[config.mk]
export PLATFORM = sky130hd
export DESIGN_NAME = mcycle_writeback
export DESIGN_NICKNAME = d
export VERILOG_FILES = /design/src/rtl/mcycle_writeback.sv
export SDC_FILE = /design/constraint.sdc
export NUM_CORES = 1
export LEC_CHECK = 0
export CAP_MARGIN = 20
export CORE_MARGIN = 5
export CORE_UTILIZATION = 45
export DETAILED_ROUTE_END_ITERATION = 12
export PLACE_DENSITY = 0.73
export SYNTH_ARGS = -nofsm -noshare
export SYNTH_HDL_FRONTEND = slang
export SYNTH_SLANG_ARGS = --single-unit
[constraint.sdc]
create_clock -name CLK -period 7.88 [get_ports CLK]
set_input_delay 1.182 -clock CLK [delete_from_list [all_inputs] [get_ports CLK]]
set_output_delay 1.182 -clock CLK [all_outputs]
set_load 0.03 [all_outputs]
[src/rtl/mcycle_writeback.sv]
// ---------------------------------------------------------------------------
// mcycle_writeback
//
// Consumer end of the multi-cycle multiply/divide unit's result interface.
//  - Scoreboard: one Pending bit per architectural register. The bit is set
//    when an op targeting that register is issued. It is cleared when the
//    op's result is written to the register file.
//  - Issue gating: a new multi-cycle op is accepted only when the unit is
//    idle, its destination is not already pending, and the result FIFO has
//    room.
//  - Result FIFO: buffers {WA3, Result} pushed by the unit's one-cycle
//    MPushIn pulse.
//  - Drain: the FIFO head is written through the register file's
//    second-priority port, only in cycles when the main pipeline is not
//    writing.
//
// Parameters:
//   width  result data width
//   DEPTH  result FIFO entries (power of 2, >= 2)
//
// Ports:
//   CLK, Reset         clock, asynchronous active-high reset
//   IssueValid/IssueWA3/MCycleBusy -> IssueReady   issue handshake
//   MPushIn/MCycleWA3/MResult                      result push from unit
//   PipeRegWrite                                   main pipeline owns RF port
//   RA1/RA2 -> HazardStall                         decode read hazard check
//   MWrite/MWA3/MWD                                RF second write port
//   Pending                                        scoreboard bits
//   Overflow                                       sticky push-while-full flag
//
// Optional feature, macro MCYCLE_WB_FWD_EN:
//   Adds Fwd1/Fwd2. These flag that the register being drained this cycle
//   matches RA1/RA2. HazardStall then ignores that register, because decode
//   can take the value from MWD instead.
// ---------------------------------------------------------------------------
module mcycle_writeback #(
    parameter int width = 32,
    parameter int DEPTH = 2
) (
    input  logic             CLK,
    input  logic             Reset,
    input  logic             IssueValid,
    input  logic [3:0]       IssueWA3,
    input  logic             MCycleBusy,
    output logic             IssueReady,
    input  logic             MPushIn,
    input  logic [3:0]       MCycleWA3,
    input  logic [width-1:0] MResult,
    input  logic             PipeRegWrite,
    input  logic [3:0]       RA1,
    input  logic [3:0]       RA2,
    output logic             MWrite,
    output logic [3:0]       MWA3,
    output logic [width-1:0] MWD,
    output logic             HazardStall,
    output logic [15:0]      Pending,
    output logic             Overflow
`ifdef MCYCLE_WB_FWD_EN
    ,
    output logic             Fwd1,
    output logic             Fwd2
`endif
);

    localparam int PTR_W = (DEPTH > 1) ? $clog2(DEPTH) : 1;
    localparam int CNT_W = $clog2(DEPTH + 1);

    typedef struct packed {
        logic [3:0]       wa3;
        logic [width-1:0] data;
    } entry_t;

    entry_t             fifo_q [DEPTH];
    logic [PTR_W-1:0]   head_q, head_d;
    logic [PTR_W-1:0]   tail_q, tail_d;
    logic [CNT_W-1:0]   count_q, count_d;
    logic [15:0]        pending_q, pending_d;
    logic               overflow_q, overflow_d;

    logic               full;
    logic               push_ok;
    entry_t             head_entry;

    // ------------------------------------------------------------------
    // Combinational outputs
    // ------------------------------------------------------------------
    assign full       = (count_q == CNT_W'(DEPTH));
    assign head_entry = fifo_q[head_q];

    assign MWrite     = (count_q != '0) & ~PipeRegWrite;
    assign MWA3       = head_entry.wa3;
    assign MWD        = head_entry.data;
    assign IssueReady = IssueValid & ~MCycleBusy & ~pending_q[IssueWA3] & ~full;
    assign Pending    = pending_q;
    assign Overflow   = overflow_q;

    // A push while full is accepted when the head pops at the same edge.
    // The slot being freed is the slot being written.
    assign push_ok    = MPushIn & (~full | MWrite);

`ifdef MCYCLE_WB_FWD_EN
    assign Fwd1        = MWrite & (MWA3 == RA1);
    assign Fwd2        = MWrite & (MWA3 == RA2);
    assign HazardStall = (pending_q[RA1] & ~Fwd1) | (pending_q[RA2] & ~Fwd2);
`else
    assign HazardStall = pending_q[RA1] | pending_q[RA2];
`endif

    // ------------------------------------------------------------------
    // Next-state logic
    // ------------------------------------------------------------------
    always_comb begin
        // NOTE: every variable gets a default first so no latch is inferred;
        // later blocking assignments override earlier ones, which encodes
        // "set beats clear" for the scoreboard below.
        pending_d  = pending_q;
        head_d     = head_q;
        tail_d     = tail_q;
        count_d    = count_q;
        overflow_d = overflow_q | (MPushIn & full & ~MWrite);

        if (MWrite) begin
            pending_d[MWA3] = 1'b0;
            head_d          = head_q + PTR_W'(1);
        end
        if (IssueReady) begin
            pending_d[IssueWA3] = 1'b1;
        end
        if (push_ok) begin
            tail_d = tail_q + PTR_W'(1);
        end

        case ({push_ok, MWrite})
            2'b10:   count_d = count_q + CNT_W'(1);
            2'b01:   count_d = count_q - CNT_W'(1);
            default: count_d = count_q;
        endcase
    end

    // ------------------------------------------------------------------
    // State registers
    // ------------------------------------------------------------------
    always_ff @(posedge CLK or posedge Reset) begin
        if (Reset) begin
            head_q     <= '0;
            tail_q     <= '0;
            count_q    <= '0;
            pending_q  <= '0;
            overflow_q <= 1'b0;
            // NOTE: the FIFO storage is reset as well so that MWA3/MWD
            // read 0 out of reset. This is only cheap because the buffer
            // holds a couple of entries.
            for (int i = 0; i < DEPTH; i++) begin
                fifo_q[i] <= '0;
            end
        end else begin
            head_q     <= head_d;
            tail_q     <= tail_d;
            count_q    <= count_d;
            pending_q  <= pending_d;
            overflow_q <= overflow_d;
            if (push_ok) begin
                fifo_q[tail_q] <= '{wa3: MCycleWA3, data: MResult};
            end
        end
    end

endmodule

==> impl_metrics.py, run 1 <==
metrics = {
    "outcome": {
        "status": "completed",
    },
    "logic_synthesis": {
        "yosysWarningCount": 0,
        "synth_top_area_cell": "dfrtp_1",
        "synth_area_leaders": "dfrtp_1 (49%), mux2_2 (17%), mux2_4 (9.6%)",
        "ys_seq_area_frac": 0.494,
        "ys_ff_latch": 93,
        "ys.flop_type": "dfrtp_1",
        "synth_nets": 380,
        "netlist_area_mm2": 0.00471,
        "postSynthCellCount": 325,
        "synthArstFlopShare": 1.00,
        "synth_mux_area_frac": 0.348,
        "synth_top_area_frac": 0.494,
        "synth.avg_cell_area_um2": 14.5,
        "synth-edff-count": 0,
        "synthXorXnorAreaFrac": 0.00744,
        "synth_simple_gate_area_frac": 0.0491,
        "synth_top_family_by_area": "multiplexers",
        "synth_compound_area_frac": 0.0755,
        "synth_adder_area_share": 0.00266,
        "synth_cell_types": 43,
    },
    "floorplanning": {
        "fp-row-count": 37,
        "die_w_um": 112,
        "fp.dieH_um": 112,
        "core_area_mm2": 0.0103,
        "initial_core_util": 0.458,
        "dieArea_mm2": 0.0126,
        "io_pins": 110,
    },
    "timing": {
        "setup_tns_ns": 0,
        "rsz0062_at_grt": "false",
        "finalCriticalPeriod_ns": 4.85,
        "finalMaxSlewViolations": 0,
        "worstMarginPinSlew_ns": 1.01,
        "setup_viol": 0,
        "hold_viol": 0,
        "finalClockSkew_ns": 0.0111,
        "holdWs_ns": 0.479,
        "period_share": 0.615,
        "clock.fmax_mhz": 206,
        "relSlewSlack": 0.328,
    },
    "critical_path": {
        "rrSetupSlack_ns": 5.29,
        "critical_path_class": "primary input to output pin",
        "cp_data_required_time_ns": 6.70,
        "crit_fanout": 9,
        "crit_path_start_kind": "primary input",
        "worst_ep_arrival_time_ns": 3.66,
        "worst_setup_path_end_kind": "output pin",
        "reg2regPathDepth": 4,
    },
    "worst_hold_path": {
        "whs_path_depth": 1,
        "hold_class": "flip-flop to flip-flop",
    },
    "finish": {
        "drive_above_1_share": 0.338,
        "layout_common_cells": "clkdlybuf4s50_1 (109), dfrtp_1 (92), mux2_2 (72)",
        "post-route-util": 0.595,
        "nNetsFinal": 488,
        "area_growth_pct": 29.9,
        "diodes": 0,
        "final_common_cell": "clkdlybuf4s50_1",
    },
    "routing": {
        "routed.top_layer": "met4",
        "avgRoutedWirePerCell_um": 18.5,
        "wl_met1_mm": 4.66,
        "ant_nets": 0,
        "drc": 0,
        "wl_met3_um": 979,
        "drt_wl_total_mm": 10.6,
        "route.met2.wl_mm": 4.93,
        "drtIter0Drc": 122,
        "viasPerCell": 5.47,
        "vias": 3141,
        "first_pass_iters": 4,
    },
    "cts": {
        "cts-resized-gates": 0,
        "cts_root_buf": "clkbuf_8",
        "cts_sinks": 93,
        "path_clk_slew_ns": 0.10,
        "cts_tree": "yes",
        "worstSkewPairLatency_ns": 0.35,
        "cts_buffers": 9,
        "cts_hold_buf": 0,
        "post-cts-setup-buffers": 0,
        "clock_path_buffers": 2,
        "htreeDepth": 3,
    },
    "power": {
        "p_leak_nw": 2.56,
        "power.density_mw_per_mm2": 461,
        "vdd_drop_max_mv": 0.246,
        "power_mw": 2.82,
    },
    "run": {
        "max-cap-violations": 0,
    },
    "global_route": {
        "antenna_found_initial": 0,
        "grt_max_degree": 74,
        "grt_pass1_vias": 3323,
        "overflow": 0,
        "gr-usage-all-layers": 0.172,
        "grt_pass1_wl_mm": 17.5,
    },
    "placed_design": {
        "port_buffers": 109,
        "place.gp.congestion": 0.876,
        "dpl.hpwl_mm": 7.42,
    },
}
-- through the flow --
step | worst slack (ns) | area (um2) | std cells
CTS | 2.92 | 6090 | 572
finish | 3.03 | 6120 | 574
floorplan | 3.83 | 4710 | 325
global placement | 2.97 | 5890 | 556
global route | 2.95 | 6120 | 574
detailed placement | 2.91 | 5890 | 556
-- path summary, 6_finish.rpt --
path,startpoint,to
worst max register to register,head_q,Pending[13]
min in group asynchronous,Reset,fifo_q[43]
worst min register to register,Overflow,Overflow
max in group asynchronous,Reset,head_q
worst max-delay path,IssueWA3[3],IssueReady
worst min-delay path,Overflow,Overflow
-- sequential cells by signal, summed over array words and instances (netlist names) --
name	count
fifo_q	72
Pending	16
count_q	2
Overflow	1
head_q	1
tail_q	1
-- cells in the mapped netlist (3+ instances only) --
| cell | n |
|---|---|
| a21oi_1 | 3 |
| buf_2 | 7 |
| buf_6 | 4 |
| clkbuf_1 | 3 |
| dfrtp_1 | 93 |
| mux2_1 | 7 |
| mux2_2 | 72 |
| mux2_4 | 30 |
| mux2i_1 | 5 |
| mux4_2 | 11 |
| nand2_1 | 7 |
| nand2b_1 | 6 |
| nand3_1 | 3 |
| nor2_1 | 6 |
| nor2b_1 | 3 |
| nor3b_1 | 3 |
| o21ai_0 | 18 |
| o21ai_1 | 3 |
| o31ai_1 | 4 |
| o41ai_2 | 8 |
-- where the power goes --
part           internal, mW  switching, mW
Clock                 0.156          0.168
Sequential            0.715          0.227
Combinational         0.812          0.740
-- cell families (layout without fill, tap and decap cells) --
family                     after synthesis  in the layout
AOI/OAI and AO/OA                       44             44
xor gates and xnor gates                 4              4
adders and majority gates                1              1
buffers and inverters                   18            131
DFF                                     93             93
muxes                                  125            125
and+or+nand+nor                         40             40
-- metal layers --
| metal | vias to the layer above | track usage |
|---|---|---|
| li1 | 1430 | - |
| met1 | 1588 | 0.229 |
| met2 | 116 | 0.266 |
| met3 | 7 | 0.0685 |
| met4 | 0 | 0.0417 |
| met5 | - | 0 |
-- worst max-delay path, cell delays in order --
cell	delay, ns
clkdlybuf4s50_1	0.59
mux4_2	0.52
mux2_4	0.36
a221oi_1	0.28
clkdlybuf4s50_1	0.72
-- area by class of cell --
type                            instances  area, um2
Clock inverter                          5       58.8
Inverter                                2       8.76
Sequential cell                        93       2330
Timing Repair Buffer                  113       1130
Tap cell                              136        170
Multi-Input combinational cell        214       2280
Clock buffer                           11        141
Fill cell                             850       4160
No activity file was read; power rests on OpenSTA's default activity.
==> inputs of run 2 (changes only) <==
--- a/config.mk
+++ b/config.mk
@@ -9,7 +9,7 @@
 export CORE_MARGIN = 5
 export CORE_UTILIZATION = 45
 export DETAILED_ROUTE_END_ITERATION = 12
-export PLACE_DENSITY = 0.73
+export PLACE_DENSITY = 0.76
 export SYNTH_ARGS = -nofsm -noshare
 export SYNTH_HDL_FRONTEND = slang
 export SYNTH_SLANG_ARGS = --single-unit
==> constraint.sdc (replaced) <==
create_clock -name CLK -period 4.1 [get_ports CLK]
set_input_delay 0.615 -clock CLK [delete_from_list [all_inputs] [get_ports CLK]]
set_output_delay 0.615 -clock CLK [all_outputs]
set_load 0.03 [all_outputs]
==> run 2 against run 1 <==
Count of clock-buffer cells in the layout down 1. Clock power up 120%. Largest power group unchanged. Design area up 0.63%. Sequential share of layout area down 0.24 points. Global-route usage up 0.17 points. Wire length up 0.60%.
==> impl_metrics.py, run 2 (synthesis gave the netlist of run 1 again) <==
metrics = {
    "routing": {
        "drt_wl_total_mm": 10.7,
        "viasPerCell": 5.47,
        "vias": 3148,
        "first_pass_iters": 4,
        "drtIter0Drc": 140,
        "avgRoutedWirePerCell_um": 18.6,
        "ant_nets": 0,
        "drc": 0,
    },
    "cts": {
        "cts_tree": "yes",
        "cts_buffers": 9,
        "cts-resized-gates": 0,
        "cts_sinks": 93,
        "cts_hold_buf": 0,
        "post-cts-setup-buffers": 0,
        "path_clk_slew_ns": 0.09,
        "worstSkewPairLatency_ns": 0.35,
        "cts_root_buf": "clkbuf_8",
        "htreeDepth": 3,
        "clock_path_buffers": 2,
    },
    "outcome": {
        "status": "completed",
    },
    "timing": {
        "holdWs_ns": 0.484,
        "finalClockSkew_ns": 0.00912,
        "finalMaxSlewViolations": 0,
        "period_share": 0.905,
        "worstMarginPinSlew_ns": 0.631,
        "rsz0062_at_grt": "false",
        "finalCriticalPeriod_ns": 3.71,
        "setup_viol": 0,
        "clock.fmax_mhz": 269,
        "relSlewSlack": 0.574,
        "setup_tns_ns": 0,
        "hold_viol": 0,
    },
    "global_route": {
        "grt_pass1_wl_mm": 17.7,
        "grt_max_degree": 37,
        "antenna_found_initial": 0,
        "grt_pass1_vias": 3428,
        "overflow": 0,
        "gr-usage-all-layers": 0.174,
    },
    "finish": {
        "final_common_cell": "clkdlybuf4s50_1",
        "nNetsFinal": 490,
        "regMostFlops": "fifo_q",
        "multiInputGateArea_mm2": 0.00228,
        "layout_common_cells": "clkdlybuf4s50_1 (109), dfrtp_1 (92), mux2_2 (72)",
        "post-route-util": 0.599,
        "drive_above_1_share": 0.339,
        "design_area_mm2": 0.00616,
        "largest_reg_flops": 72,
        "n_fill_cell": 855,
        "area_growth_pct": 30.7,
        "final-seq-area_mm2": 0.00233,
        "finalNonFillerCells": 575,
        "diodes": 0,
    },
    "worst_hold_path": {
        "hold_class": "flip-flop to flip-flop",
        "hold_start": "Overflow",
        "whs_path_depth": 1,
        "whs_endpoint": "Overflow",
    },
    "floorplanning": {
        "initial_core_util": 0.458,
        "die_w_um": 112,
        "fp-row-count": 37,
        "core_area_mm2": 0.0103,
        "io_pins": 110,
        "dieArea_mm2": 0.0126,
        "fp.dieH_um": 112,
    },
    "power": {
        "vdd_drop_max_mv": 0.562,
        "p_leak_nw": 2.58,
        "power.density_mw_per_mm2": 897,
    },
    "placed_design": {
        "port_buffers": 109,
        "dp_cells": 560,
        "dpl.hpwl_mm": 7.70,
        "postPlaceCellArea_mm2": 0.00592,
        "place.gp.congestion": 0.903,
    },
    "run": {
        "max-cap-violations": 0,
    },
    "critical_path": {
        "worst_ep_arrival_time_ns": 3.10,
        "crit_path_start_kind": "primary input",
        "reg2regPathDepth": 5,
        "crit_fanout": 9,
        "cp_data_required_time_ns": 3.48,
        "rrSetupSlack_ns": 1.86,
        "rr_startpoint": "count_q[0]",
        "critical_path_class": "primary input to output pin",
        "worst_setup_path_end_kind": "output pin",
        "reg2reg_to": "fifo_q[54]",
    },
}
==> run 2: changes by cell type in the layout (fill, tap and decap cells not counted), sizes merged <==
| cell | change |
|---|---|
| clkinv | -1 |
| bufinv | +2 |
| buf | +2 |
| clkbuf | -1 |
| clkinvlp | -1 |
==> run 2: how the worst max path moves through the flow <==
stage                 from         end  slack (ns)
2_1_floorplan        Reset    Overflow        1.06
3_3_place_gp   IssueWA3[3]  IssueReady        0.41
3_5_place_dp   IssueWA3[3]  IssueReady        0.37
4_1_cts        IssueWA3[3]  IssueReady        0.37
5_1_grt        IssueWA3[3]  IssueReady        0.24
6_report       IssueWA3[3]  IssueReady        0.39
==> run 2: metrics by stage <==
| stage | power, mW | worst slack, ns |
|---|---|---|
| global route | 5.83 | 0.242 |
| global placement | 4.76 | 0.410 |
| detailed placement | 4.84 | 0.374 |
| finish | 5.53 | 0.389 |
| floorplan | 3.75 | 1.06 |
| CTS | 5.58 | 0.369 |
==> run 2: critical path, cell delays in order <==
cell and delay, ns:
clkdlybuf4s50_1 0.59, mux4_2 0.52, mux2_4 0.36, a221oi_1 0.28, clkdlybuf4s50_1 0.72
==> run 2: cell type report <==
class / count / area share
clock buffers: 10 / 0.0207
repair buffers: 115 / 0.185
multi-input cells: 214 / 0.370
flip-flops and latches: 93 / 0.378
well taps: 136 / 0.0276
inverters: 2 / 0.00142
clock inverters: 5 / 0.0177
==> run 2: per-layer routing <==
| layer | GRT usage | vias to the layer above | part of all wire |
|---|---|---|---|
| met4 | 0.0529 | 0 | 0.0079 |
| met5 | 0 | - | 0 |
| li1 | - | 1433 | - |
| met3 | 0.0620 | 7 | 0.084 |
| met2 | 0.277 | 111 | 0.47 |
| met1 | 0.224 | 1597 | 0.44 |
==> run 2: power by group <==
part / switching [mW] / internal (mW)
Clock: 0.318 / 0.407
Sequential: 0.384 / 1.38
Combinational: 1.48 / 1.56
Total: 2.19 / 3.34
==> inputs of run 3 (changes only) <==
--- a/config.mk
+++ b/config.mk
@@ -10,6 +10,7 @@
 export CORE_UTILIZATION = 45
 export DETAILED_ROUTE_END_ITERATION = 12
 export PLACE_DENSITY = 0.76
+export REMOVE_ABC_BUFFERS = 1
 export SYNTH_ARGS = -nofsm -noshare
 export SYNTH_HDL_FRONTEND = slang
 export SYNTH_SLANG_ARGS = --single-unit
==> run 3 against run 2 <==
Combinational power is 2% lower. Clock skew is 0.0048 ns lower. Via count is 0.76% lower. Count of clock-buffer cells in the layout is 4 higher. Global-route usage hardly changed. Clock power is 16% lower. Critical endpoint unchanged. Die area stayed put. Flip-flop and latch count stayed put. Wire length is 1.4% lower. Largest cell class unchanged. Sequential share of layout area is 0.19 points higher.
==> impl_metrics.py, run 3 (synthesis gave the netlist of run 1 again) <==
metrics = {
    "timing": {
        "relSlewSlack": 0.364,
        "finalMaxSlewViolations": 0,
        "hold_viol": 0,
        "period_share": 0.906,
        "rsz0062_at_grt": "false",
        "setup_tns_ns": 0,
        "finalClockSkew_ns": 0.00427,
        "finalCriticalPeriod_ns": 3.71,
        "worstMarginPinSlew_ns": 0.954,
        "setup_viol": 0,
        "clock.fmax_mhz": 269,
    },
    "critical_path": {
        "crit_path_start_kind": "primary input",
        "crit_top_cell": "clkdlybuf4s50_1",
        "worst_ep_arrival_time_ns": 3.10,
        "crit_fanout": 9,
        "crit_slowest_cell": "clkdlybuf4s50_1",
        "critical_path_class": "primary input to output pin",
        "cp_data_required_time_ns": 3.48,
        "path_cells": "clkdlybuf4s50_1 -> mux4_2 -> mux2_4 -> a221oi_1 -> clkdlybuf4s50_1",
        "worst_setup_path_end_kind": "output pin",
        "slowest_delay_ns": 0.72,
    },
    "finish": {
        "diodes": 0,
        "area_growth_pct": 30.1,
        "n_fill_cell": 828,
        "drive_above_1_share": 0.335,
        "design_area_mm2": 0.00613,
        "largest_reg_flops": 72,
        "regMostFlops": "fifo_q",
        "nNetsFinal": 490,
        "final_common_cell": "clkdlybuf4s50_1",
        "layout_common_cells": "clkdlybuf4s50_1 (109), dfrtp_1 (92), mux2_2 (72)",
    },
    "outcome": {
        "status": "completed",
    },
    "cts": {
        "post-cts-setup-buffers": 0,
        "cts_tree": "yes",
        "cts_buffers": 9,
        "cts-resized-gates": 0,
        "cts_root_buf": "clkbuf_8",
        "clock_path_buffers": 2,
        "worstSkewPairLatency_ns": 0.35,
        "path_clk_slew_ns": 0.08,
        "cts_hold_buf": 0,
        "cts_sinks": 93,
        "htreeDepth": 3,
    },
    "floorplanning": {
        "fp.dieH_um": 112,
        "initial_core_util": 0.458,
        "dieArea_mm2": 0.0126,
        "io_pins": 110,
        "die_w_um": 112,
        "core_area_mm2": 0.0103,
        "fp-row-count": 37,
    },
    "global_route": {
        "overflow": 0,
        "grt_max_degree": 49,
        "antenna_found_initial": 0,
        "grt_pass1_wl_mm": 17.7,
        "grt_pass1_vias": 3488,
        "gr-usage-all-layers": 0.174,
    },
    "routing": {
        "viasPerCell": 5.43,
        "drt_wl_total_mm": 10.6,
        "ant_nets": 0,
        "drc": 0,
        "first_pass_iters": 4,
        "vias": 3124,
        "drtIter0Drc": 118,
        "avgRoutedWirePerCell_um": 18.3,
    },
    "placed_design": {
        "place.gp.congestion": 0.851,
        "port_buffers": 109,
        "dpl.hpwl_mm": 7.49,
        "postPlaceCellArea_mm2": 0.00593,
    },
    "run": {
        "max-cap-violations": 0,
    },
    "power": {
        "power.density_mw_per_mm2": 881,
        "vdd_drop_max_mv": 0.524,
        "p_leak_nw": 2.56,
    },
    "worst_hold_path": {
        "hold_class": "flip-flop to flip-flop",
    },
}
[run 3: cell count changes in the layout (fill, tap and decap cells not counted), sizes merged]
cell,before,now
bufinv,3,1
clkbuf,10,14
inv,2,1
clkinvlp,1,0
[run 3: critical path: cells and delay by family]
family	cells	cell delay, ns
muxes	2	0.89
buffers and inverters	2	1.33
AOI/OAI and AO/OA	1	0.27
[run 3: metrics by stage]
step	power [mW]	worst slack (ns)	utilization	std cells	hold WS (ns)
2_1_floorplan	3.72	1.06	-	309	0.460
3_3_place_gp	4.76	0.436	0.577	560	0.452
3_5_place_dp	4.84	0.382	0.577	560	0.469
4_1_cts	5.47	0.373	0.596	575	0.489
5_1_grt	5.72	0.281	0.596	575	0.523
6_report	5.40	0.387	0.596	575	0.481
[run 3: final timing paths]
check	to	slack (ns)	start	cells past startpoint
worst max-delay path	IssueReady	0.39	IssueWA3[3]	5
worst min-delay path	Overflow	0.48	Overflow	1
worst max register to register	Pending[13]	1.62	head_q	4
worst min register to register	Overflow	0.48	Overflow	1
max in group asynchronous	head_q	2.67	Reset	3
min in group asynchronous	fifo_q[58]	0.71	Reset	2
[run 3: area by class of cell]
type	count	area (um2)	share of cell area
repair buffers	115	1150	0.187
well taps	136	170	0.0278
multi-input cells	214	2280	0.372
inverters	2	8.76	0.00143
flip-flops and latches	93	2330	0.380
clock inverters	1	30.0	0.00490
clock buffers	14	163	0.0266
[run 3: routing by layer]
metal  GRT usage  share of wire  up-vias
met5           0              0        -
met4      0.0601          0.014        0
met1       0.217           0.42     1584
met2       0.282           0.48       99
li1            -              -     1430
met3      0.0598          0.085       11
[run 3: where the power goes]
| group | internal [mW] | switching (mW) |
|---|---|---|
| clock | 0.313 | 0.292 |
| combinational | 1.56 | 1.42 |
| sequential | 1.38 | 0.438 |
| total | 3.25 | 2.15 |
